<file path="src/rtl/fc_pkg.sv">
// Shared types and constants for the int8 fully-connected layer engine.
package fc_pkg;
    typedef enum logic [2:0] {
        S_IDLE, S_MAC, S_DRAIN, S_RQ_SUM, S_RQ_MUL, S_RQ_OUT, S_WRITE, S_DONE
    } fc_state_e;

    localparam int QW_M   = 0;
    localparam int QW_ZC  = 1;
    localparam int QW_B   = 2;
    localparam int ACC_W  = 32;
    localparam int PROD_W = 64;
endpackage

</file>
<file path="src/rtl/fc_requant.sv">
// Three-stage requantiser: zero-point/bias correction, Q31 multiply, round + ReLU + saturate.
module fc_requant
    import fc_pkg::*;
#(
    parameter int OUT_ZP = -128,
    parameter bit RELU   = 1'b1
) (
    input  logic                    clk,
    input  logic                    rst_n,
    input  logic                    sum_en_i,
    input  logic                    mul_en_i,
    input  logic                    out_en_i,
    input  logic signed [ACC_W-1:0] acc_i,
    input  logic signed [ACC_W-1:0] zc_i,
    input  logic signed [ACC_W-1:0] b_i,
    input  logic signed [ACC_W-1:0] m_i,
    output logic [7:0]              y_o
);
    logic signed [ACC_W-1:0] s_q;
    logic [ACC_W:0]          p_hi_q;   // product bits [63:31]; lower bits never affect the result
    logic signed [ACC_W:0]   r;
    logic signed [ACC_W+1:0] t;
    logic [7:0]              y_q, y_d;

    always_comb begin
        r   = $signed({p_hi_q[ACC_W], p_hi_q[ACC_W:1]}) + $signed({{ACC_W{1'b0}}, p_hi_q[0]});
        t   = $signed({r[ACC_W], r}) + $signed((ACC_W+2)'(OUT_ZP));
        y_d = t[7:0];
        if (RELU && (r[ACC_W] || (r == '0)))
            y_d = 8'(OUT_ZP);
        else if (t > 34'sd127)
            y_d = 8'h7F;
        else if (t < -34'sd128)
            y_d = 8'h80;
    end

    always_ff @(posedge clk or negedge rst_n) begin
        if (!rst_n) begin
            s_q    <= '0;
            p_hi_q <= '0;
            y_q    <= '0;
        end else begin
            if (sum_en_i) s_q <= acc_i - zc_i + b_i;
            if (mul_en_i)
                p_hi_q <= (ACC_W+1)'(({{ACC_W{s_q[ACC_W-1]}}, s_q} *
                                      {{ACC_W{m_i[ACC_W-1]}}, m_i}) >> (ACC_W-1));
            if (out_en_i) y_q <= y_d;
        end
    end

    assign y_o = y_q;
endmodule

</file>
<file path="src/rtl/fc_layer.sv">
// int8 fully-connected layer: streams activations/weights one MAC per cycle, requantises
// each neuron and writes one int8 result per neuron.
module fc_layer
    import fc_pkg::*;
#(
    parameter int IN_LEN   = 1600,
    parameter int OUT_LEN  = 12,
    parameter int ADDR_W   = 16,
    parameter int MEM_LAT  = 2,
    parameter int IN_BASE  = 0,
    parameter int W_BASE   = 2664,
    parameter int Q_BASE   = 108,
    parameter int OUT_BASE = 16'h8000,
    parameter int OUT_ZP   = -128,
    parameter bit RELU     = 1'b1
) (
    input  logic                    clk,
    input  logic                    rst_n,
    input  logic                    start,
    output logic                    busy,
    output logic                    done,
    output logic                    act_en,
    output logic [ADDR_W-1:0]       act_addr,
    input  logic signed [7:0]       act_data,
    output logic                    wgt_en,
    output logic [ADDR_W-1:0]       wgt_addr,
    input  logic signed [7:0]       wgt_data,
    output logic                    q_en,
    output logic [8:0]              q_addr,
    input  logic signed [31:0]      q_data,
    output logic                    out_en,
    output logic                    out_we,
    output logic [ADDR_W-1:0]       out_addr,
    output logic [7:0]              out_data
);
    localparam int K_W = $clog2(IN_LEN + MEM_LAT + 1) + 1;
    localparam int N_W = (OUT_LEN > 1) ? $clog2(OUT_LEN) : 1;

    fc_state_e               state_q, state_d;
    logic [K_W-1:0]          k_q;
    logic [N_W-1:0]          n_q;
    logic [ADDR_W-1:0]       w_off_q;
    logic [8:0]              q_off_q;
    logic signed [ACC_W-1:0] acc_q, m_q, zc_q, b_q;
    logic [MEM_LAT-1:0]      vld_pipe, qv_pipe;
    logic [1:0]              qi_pipe [MEM_LAT];
    logic signed [15:0]      prod;
    logic [7:0]              y;
    logic                    last_mac, last_drain, last_n, q_rd;

    assign prod       = 16'(act_data) * 16'(wgt_data);
    assign last_mac   = (k_q == K_W'(IN_LEN - 1));
    assign last_drain = (k_q == K_W'(MEM_LAT - 1));
    assign last_n     = (n_q == N_W'(OUT_LEN - 1));
    // Qparams ride the first three MAC cycles; IN_LEN >= 3 lets all of them land before RQ_SUM.
    assign q_rd       = (state_q == S_MAC) && (k_q < K_W'(3));

    always_comb begin
        state_d  = state_q;
        busy     = 1'b0;
        done     = 1'b0;
        act_en   = 1'b0;
        act_addr = '0;
        wgt_en   = 1'b0;
        wgt_addr = '0;
        q_en     = 1'b0;
        q_addr   = '0;
        out_en   = 1'b0;
        out_we   = 1'b0;
        out_addr = '0;
        out_data = '0;
        case (state_q)
            S_IDLE: if (start) state_d = S_MAC;
            S_MAC: begin
                busy     = 1'b1;
                act_en   = 1'b1;
                wgt_en   = 1'b1;
                act_addr = ADDR_W'(IN_BASE) + ADDR_W'(k_q);
                wgt_addr = ADDR_W'(W_BASE) + w_off_q + ADDR_W'(k_q);
                if (q_rd) begin
                    q_en   = 1'b1;
                    q_addr = 9'(Q_BASE) + q_off_q + 9'(k_q);
                end
                if (last_mac) state_d = S_DRAIN;
            end
            S_DRAIN: begin
                busy = 1'b1;
                if (last_drain) state_d = S_RQ_SUM;
            end
            S_RQ_SUM: begin busy = 1'b1; state_d = S_RQ_MUL; end
            S_RQ_MUL: begin busy = 1'b1; state_d = S_RQ_OUT; end
            S_RQ_OUT: begin busy = 1'b1; state_d = S_WRITE;  end
            S_WRITE: begin
                busy     = 1'b1;
                out_en   = 1'b1;
                out_we   = 1'b1;
                out_addr = ADDR_W'(OUT_BASE) + ADDR_W'(n_q);
                out_data = y;
                state_d  = last_n ? S_DONE : S_MAC;
            end
            S_DONE: begin done = 1'b1; state_d = S_IDLE; end
            default: state_d = S_IDLE;
        endcase
    end

    always_ff @(posedge clk or negedge rst_n) begin
        if (!rst_n) state_q <= S_IDLE;
        else        state_q <= state_d;
    end

    always_ff @(posedge clk or negedge rst_n) begin
        if (!rst_n) begin
            k_q      <= '0;
            n_q      <= '0;
            w_off_q  <= '0;
            q_off_q  <= '0;
            acc_q    <= '0;
            m_q      <= '0;
            zc_q     <= '0;
            b_q      <= '0;
            vld_pipe <= '0;
            qv_pipe  <= '0;
            for (int i = 0; i < MEM_LAT; i++) qi_pipe[i] <= '0;
        end else begin
            if (state_d != state_q)
                k_q <= '0;
            else if (state_q == S_MAC || state_q == S_DRAIN)
                k_q <= k_q + K_W'(1);

            if (state_q == S_WRITE && !last_n) begin
                n_q     <= n_q + N_W'(1);
                w_off_q <= w_off_q + ADDR_W'(IN_LEN);
                q_off_q <= q_off_q + 9'd3;
            end else if (state_q == S_DONE) begin
                n_q     <= '0;
                w_off_q <= '0;
                q_off_q <= '0;
            end

            // Read-return tags: bit MEM_LAT-1 marks the cycle the memory data is valid.
            vld_pipe[0] <= (state_q == S_MAC);
            qv_pipe[0]  <= q_rd;
            qi_pipe[0]  <= k_q[1:0];
            for (int i = 1; i < MEM_LAT; i++) begin
                vld_pipe[i] <= vld_pipe[i-1];
                qv_pipe[i]  <= qv_pipe[i-1];
                qi_pipe[i]  <= qi_pipe[i-1];
            end

            if (vld_pipe[MEM_LAT-1])
                acc_q <= acc_q + {{16{prod[15]}}, prod};
            else if (state_q == S_WRITE)
                acc_q <= '0;

            if (qv_pipe[MEM_LAT-1]) begin
                case (qi_pipe[MEM_LAT-1])
                    2'(QW_M):  m_q  <= q_data;
                    2'(QW_ZC): zc_q <= q_data;
                    2'(QW_B):  b_q  <= q_data;
                    default: ;
                endcase
            end
        end
    end

    fc_requant #(.OUT_ZP(OUT_ZP), .RELU(RELU)) u_requant (
        .clk      (clk),
        .rst_n    (rst_n),
        .sum_en_i (state_q == S_RQ_SUM),
        .mul_en_i (state_q == S_RQ_MUL),
        .out_en_i (state_q == S_RQ_OUT),
        .acc_i    (acc_q),
        .zc_i     (zc_q),
        .b_i      (b_q),
        .m_i      (m_q),
        .y_o      (y)
    );
endmodule

</file>
<file path="config.mk">
export PLATFORM = sky130hd
export DESIGN_NAME = fc_layer
export DESIGN_NICKNAME = d
export VERILOG_FILES = /design/src/rtl/fc_pkg.sv /design/src/rtl/fc_requant.sv /design/src/rtl/fc_layer.sv
export SDC_FILE = /design/constraint.sdc
export NUM_CORES = 2
export LEC_CHECK = 0
export BUFFER_PORTS_ARGS = -buffer_cell sky130_fd_sc_hd__buf_4
export CAP_MARGIN = 40
export CELL_PAD_IN_SITES_DETAIL_PLACEMENT = 1
export CELL_PAD_IN_SITES_GLOBAL_PLACEMENT = 1
export CORE_UTILIZATION = 30
export DETAILED_ROUTE_END_ITERATION = 8
export PLACE_DENSITY = 0.6
export SYNTH_ARGS = -nofsm -noshare
export SYNTH_HDL_FRONTEND = slang
export SYNTH_SLANG_ARGS = --single-unit
</file>
<file path="constraint.sdc">
create_clock -name clk -period 11.13 [get_ports clk]
set_clock_uncertainty 0.1 [all_clocks]
set_input_delay 0.5565 -clock clk [delete_from_list [all_inputs] [get_ports clk]]
set_output_delay 0.5565 -clock clk [all_outputs]
set_load 0.01 [all_outputs]
</file>
# Word level (Yosys, flattened, before mapping)
# Index checks and enable logic that the tools add are counted.
# Widths: inputs -> output; s select.
[op_classes] add_sub_neg=14 reduce_logical=15 eq_ne=13 magnitude_cmp=3 mux=30 mul=2
[ops] op="$add 32x32->32" n=2
[ops] op="$mul 32x32->64" n=1
[ops] op="$mux 16" n=4
[ops] op="$mux 32" n=2
[ops] op="$mux 12" n=3
[ops] op="$mux 9" n=4
[ops] op="$add 33x8->34 const B" n=1
[ops] op="$gt 34x8->1 const B" n=1
[ops] op="$lt 34x8->1 const B" n=1
[ops] op="$add 32x2->33" n=1
[ops] op="$logic_not 33->1" n=1
[ops] op="$mux 8" n=4
[ops] op="$sub 32x32->32" n=1
[ops] op="$pmux 3 s8" n=1
[ops] op="$add 12x16->16 const A" n=1
[ops] op="$add 16x11->16 const B" n=1
[ops] op="$add 16x12->16" n=1
[ops] op="$add 16x4->16 const A" n=1
[ops] op="$mul 8x8->16" n=1
[ops] op="$add 12x1->12 const B" n=1
[ops] op="$eq 12x1->1 const B" n=1
[ops] op="$eq 12x11->1 const B" n=1
[ops] op="$eq 3x3->1 const B" n=4
[ops] op="$lt 12x2->1 const B" n=1
[ops] op="other kinds (21)" n=37
[word_totals] in_bits=51 word_cells=93 out_inout_bits=72 ff_bits=253

# Longest topological paths before layout
[depth] depth_word=6 ltp_mapped=31

# Cells and area by module
# From an unflattened synthesis, not the netlist that was laid out.
[hier_totals] cells_unflattened=5779 area_unflattened_um2=54539.8
[modules_own_cells] mod="fc_requant" area_each_um2=42299.3 instances=1 seq_area_each_um2=1826.8 cells_each=4547
[modules_own_cells] mod="fc_layer" area_each_um2=12240.5 instances=1 seq_area_each_um2=4354.2 cells_each=1232

# Least setup slack after synthesis
# Ideal clock, no wire load.
[synth_timing] path_type="flip-flop to flip-flop" start="reg u_requant.s_q[31]" end="reg u_requant.p_hi_q[30]" setup_ns=0.137 setup_slack_ns=3.249 period_less_slack_ns=7.881 arrival_time_ns=7.643 n_path_buf=1 stages_incl_launch_ff=28 path_cell_list="dfrtp_1 > clkbuf_1 > nand2_1 > inv_1 > fa_1 > inv_1 > fa_1 > inv_1 > fa_1 > fa_1 > inv_1 > fa_1 > inv_1 > fa_1 > inv_1 > fa_1 > inv_1 > fa_1 > ha_1 > a21oi_1 > o21ai_0 > nor3_1 > a31oi_1 > nor2_1 > o31ai_1 > a21o_1 > a2111oi_0 > nor3_1"
[synth_via] elab_chain_len=1
[synth_lines] item="start, declared" line="fc_requant.sv:19" source="logic signed [ACC_W-1:0] s_q;"
[synth_lines] item="start signal, assigned" line="fc_requant.sv:43" source="if (sum_en_i) s_q <= acc_i - zc_i + b_i;"
[synth_lines] item="$mul 32x32->64" line="fc_requant.sv:45" source="p_hi_q <= (ACC_W+1)'(({{ACC_W{s_q[ACC_W-1]}}, s_q} *"
[synth_lines] item="end signal, assigned" line="fc_requant.sv:45"
[synth_lines] item="end, declared" line="fc_requant.sv:20" source="logic [ACC_W:0] p_hi_q;"
# No other way between the ends.
# A chain may end at the register's enable or synchronous reset.

# Worst setup path after layout
# Same ends and word-level chain as after synthesis.

==> flow_metrics.tcl <==
set metrics [dict create \
    synth.cell_area_um2 54100 \
    yosys.cell_types.count 78 \
    cts.htree.levels 1 \
    pre_cts_ws_ns 1.866 \
    slew-limit-headroom 0.3497 \
    max_cap_viol_count 0 \
    worst_reg2reg_path_startpoint "u_requant.s_q[31]" \
    number_of_buffers_added_on_ports 107 \
    worst_slack_ns 1.801 \
    drt-wirelength-per-cell_um 20.34 \
    synth_area_per_cell_um2 9.396 \
    seq_total_area_yosys 0.1142 \
    crit_slowest_cell "fa_1" \
    yosys.area.top_type "fa_1" \
    crit_path_end_kind "flip-flop" \
    detailed_route_drc_error_count 0 \
    hold_start "q_data[24]" \
    finalNetCount 7283 \
    clock_buffer_count_from_cts 31 \
    io_pins 123 \
    die_height_um 426.7 \
    cp_data_required_time_ns 11.57 \
    grt_start_max_net_pins 74 \
    areaGrowthSynthToFinish_pct 9.531 \
    placementRows 155 \
    vias_in_the_first_global_route 44606 \
    timing.final.crit_share 0.8382 \
    min_path_type "input pin to flip-flop" \
    postLayoutCoreUtil 0.3314 \
    unrepaired_setup_endpoints_after_global_routing "no" \
    clkSlewWorstSetupHoldPaths_ns 0.06 \
    dr_total_vias 38829 \
    fin_tns_setup_ns 0 \
    post-route-cell-area_um2 59260 \
    max_freq_mhz 107.2 \
    critical_path.startpoint "u_requant.s_q[31]" \
    final_antenna_net_count 0 \
    ctsResizeCount 0 \
    drt_first_iter_violations 1983 \
    minimum_clock_period_after_layout_ns 9.329 \
    grt_overflow 0 \
    cts_sinks 247 \
    cp_data_arrival_time_ns 9.77 \
    ys_seq_elements 247 \
    grt_antenna_before_repair 14 \
    ys_warn_count 0 \
    yosys-top-cells-area "fa_1 (43%), dfrtp_1 (11%), inv_1 (8.7%)" \
    timing_max_transition_violations_final 0 \
    synth_flop_cell "dfrtp_1" \
    core_region_area_um2 178800 \
    synth_edf_count 0 \
    netlist_instances 5758 \
    clk-insertion-delay-late_ns 0.63 \
    grt_pass1_wl_um 265200 \
    crit_type "flip-flop to flip-flop" \
    postPlaceCellArea_um2 58070 \
    clock_path_buffers 3 \
    final_layout_size_suffix_gt1_frac 0.07312 \
    clock_tree.root_cell "clkbuf_16" \
    route.final.wire_length_um 165400 \
    worst-path-max-fanout 33 \
    finalWeightedCongestion 0.8516 \
    hpwlAfterDp_um 133800 \
    timing.critical_path.slowest_cell_delay_ns 1.03 \
    cts_setup_buffers 0 \
    critical_path.most_common_cell "fa_1" \
    tritoncts "built" \
    vias_per_cell 4.777 \
    global_route.usage.total 0.1892 \
    synthArstFlopShare 1.000 \
    run_status "completed" \
    slew_at_the_pin_closest_to_its_max_slew_limit_ns 0.9754 \
    floorplan.die_area_um2 182000 \
    cts_hold_buffers 1 \
    synth_top_cell_area_share 0.4326 \
    floorplan.initialDensity 0.3026 \
    fill_cells 20609 \
    timing_hold_violations_final 0 \
    start_kind "flip-flop" \
    setup-violations-final 0 \
    floorplan.die.width_um 426.7 \
    drt_first_pass_iters 5 \
]
==> cell type report <==
class | count | area [µm²] | area share
Clock inverter | 19 | 329.1 | 0.005553
Timing Repair Buffer | 226 | 2131 | 0.03596
Multi-Input combinational cell | 3990 | 42110 | 0.7107
Inverter | 1250 | 4692 | 0.07918
Sequential cell | 247 | 6202 | 0.1047
Tap cell | 2355 | 2947 | 0.04973
Antenna cell | 3 | 7.507 | 0.0001267
Clock buffer | 39 | 835.8 | 0.01410
==> through the flow <==
stage               hold WS, ns  instances
floorplan                0.1609       5773
global placement         0.2345       8039
detailed placement       0.2365       8067
CTS                     0.04721       8126
global route            0.06740       8127
finish                  0.09108       8129
==> layer usage <==
metal / global-route usage / routed length [µm]
met1: 0.2519 / 73060
met2: 0.3296 / 81760
met3: 0.01592 / 5725
met4: 0.04851 / 4755
met5: 0 / 62
==> cells in the final DEF, fill, tap and decap left out, types with 38 or more instances in the layout <==
cell and count:
buf_4 196, nor3_1 38, xor2_1 55, nor2_1 120, and2_1 548, nand2b_1 42, nor2b_1 39, nand2_1 710
xnor2_1 131, a21o_1 52, ha_1 317, inv_1 1249, fa_1 1169, nand3_1 49, o21ai_0 138, mux2_2 99
dfrtp_1 230, a21oi_1 119
==> worst max-delay path, delay by kind of cell, from the launching register on <==
kind                       cells  cell delay, ns
DFF                            1            0.32
buffers and inverters          8            1.45
AOI/OAI and AO/OA              7            1.73
and+or+nand+nor                3            0.65
adders and majority gates      9            4.91
==> flip-flops by register name, indices dropped and copies added (netlist names) <==
name              count
b_q                  32
n_q                   4
u_requant.p_hi_q     33
q_off_q               9
vld_pipe              2
qv_pipe               2
k_q                  12
qi_pipe               4
m_q                  32
w_off_q              10
u_requant.y_o         8
acc_q                32
zc_q                 32
state_q               3
u_requant.s_q        32
==> path summary, 6_finish.rpt <==
check / endpoint / slack (ns) / cells after the start
min in group asynchronous: u_requant.y_o[7] / 0.42 / 2
worst max-delay path: u_requant.p_hi_q[30] / 1.80 / 27
worst min-delay path: zc_q[24] / 0.09 / 2
worst max register to register: u_requant.p_hi_q[30] / 1.80 / 27
worst min register to register: vld_pipe[1] / 0.25 / 0
max in group asynchronous: m_q[29] / 9.31 / 3
==> Yosys cell counts, drive strengths merged (52+ instances only) <==
library cell,count
a21o,52
a21oi,119
and2,548
clkbuf,243
dfrtp,247
fa,1169
ha,317
inv,1249
mux2,99
nand2,711
nand3,52
nor2,120
o21ai,138
xnor2,131
xor2,55
==> cells by family after synthesis <==
group / count (synthesis) / share of synthesized area
AOI/OAI and AO/OA: 495 / 0.05860
xor gates and xnor gates: 186 / 0.03011
adders and majority gates: 1486 / 0.5059
buffers and inverters: 1536 / 0.1086
DFF: 247 / 0.1142
muxes: 117 / 0.02394
other: 1 / 0.00006932
and+or+nand+nor: 1690 / 0.1586
Power is not shown: default switching activity piles up to over one toggle a cycle in this logic, so the estimate is an artifact.
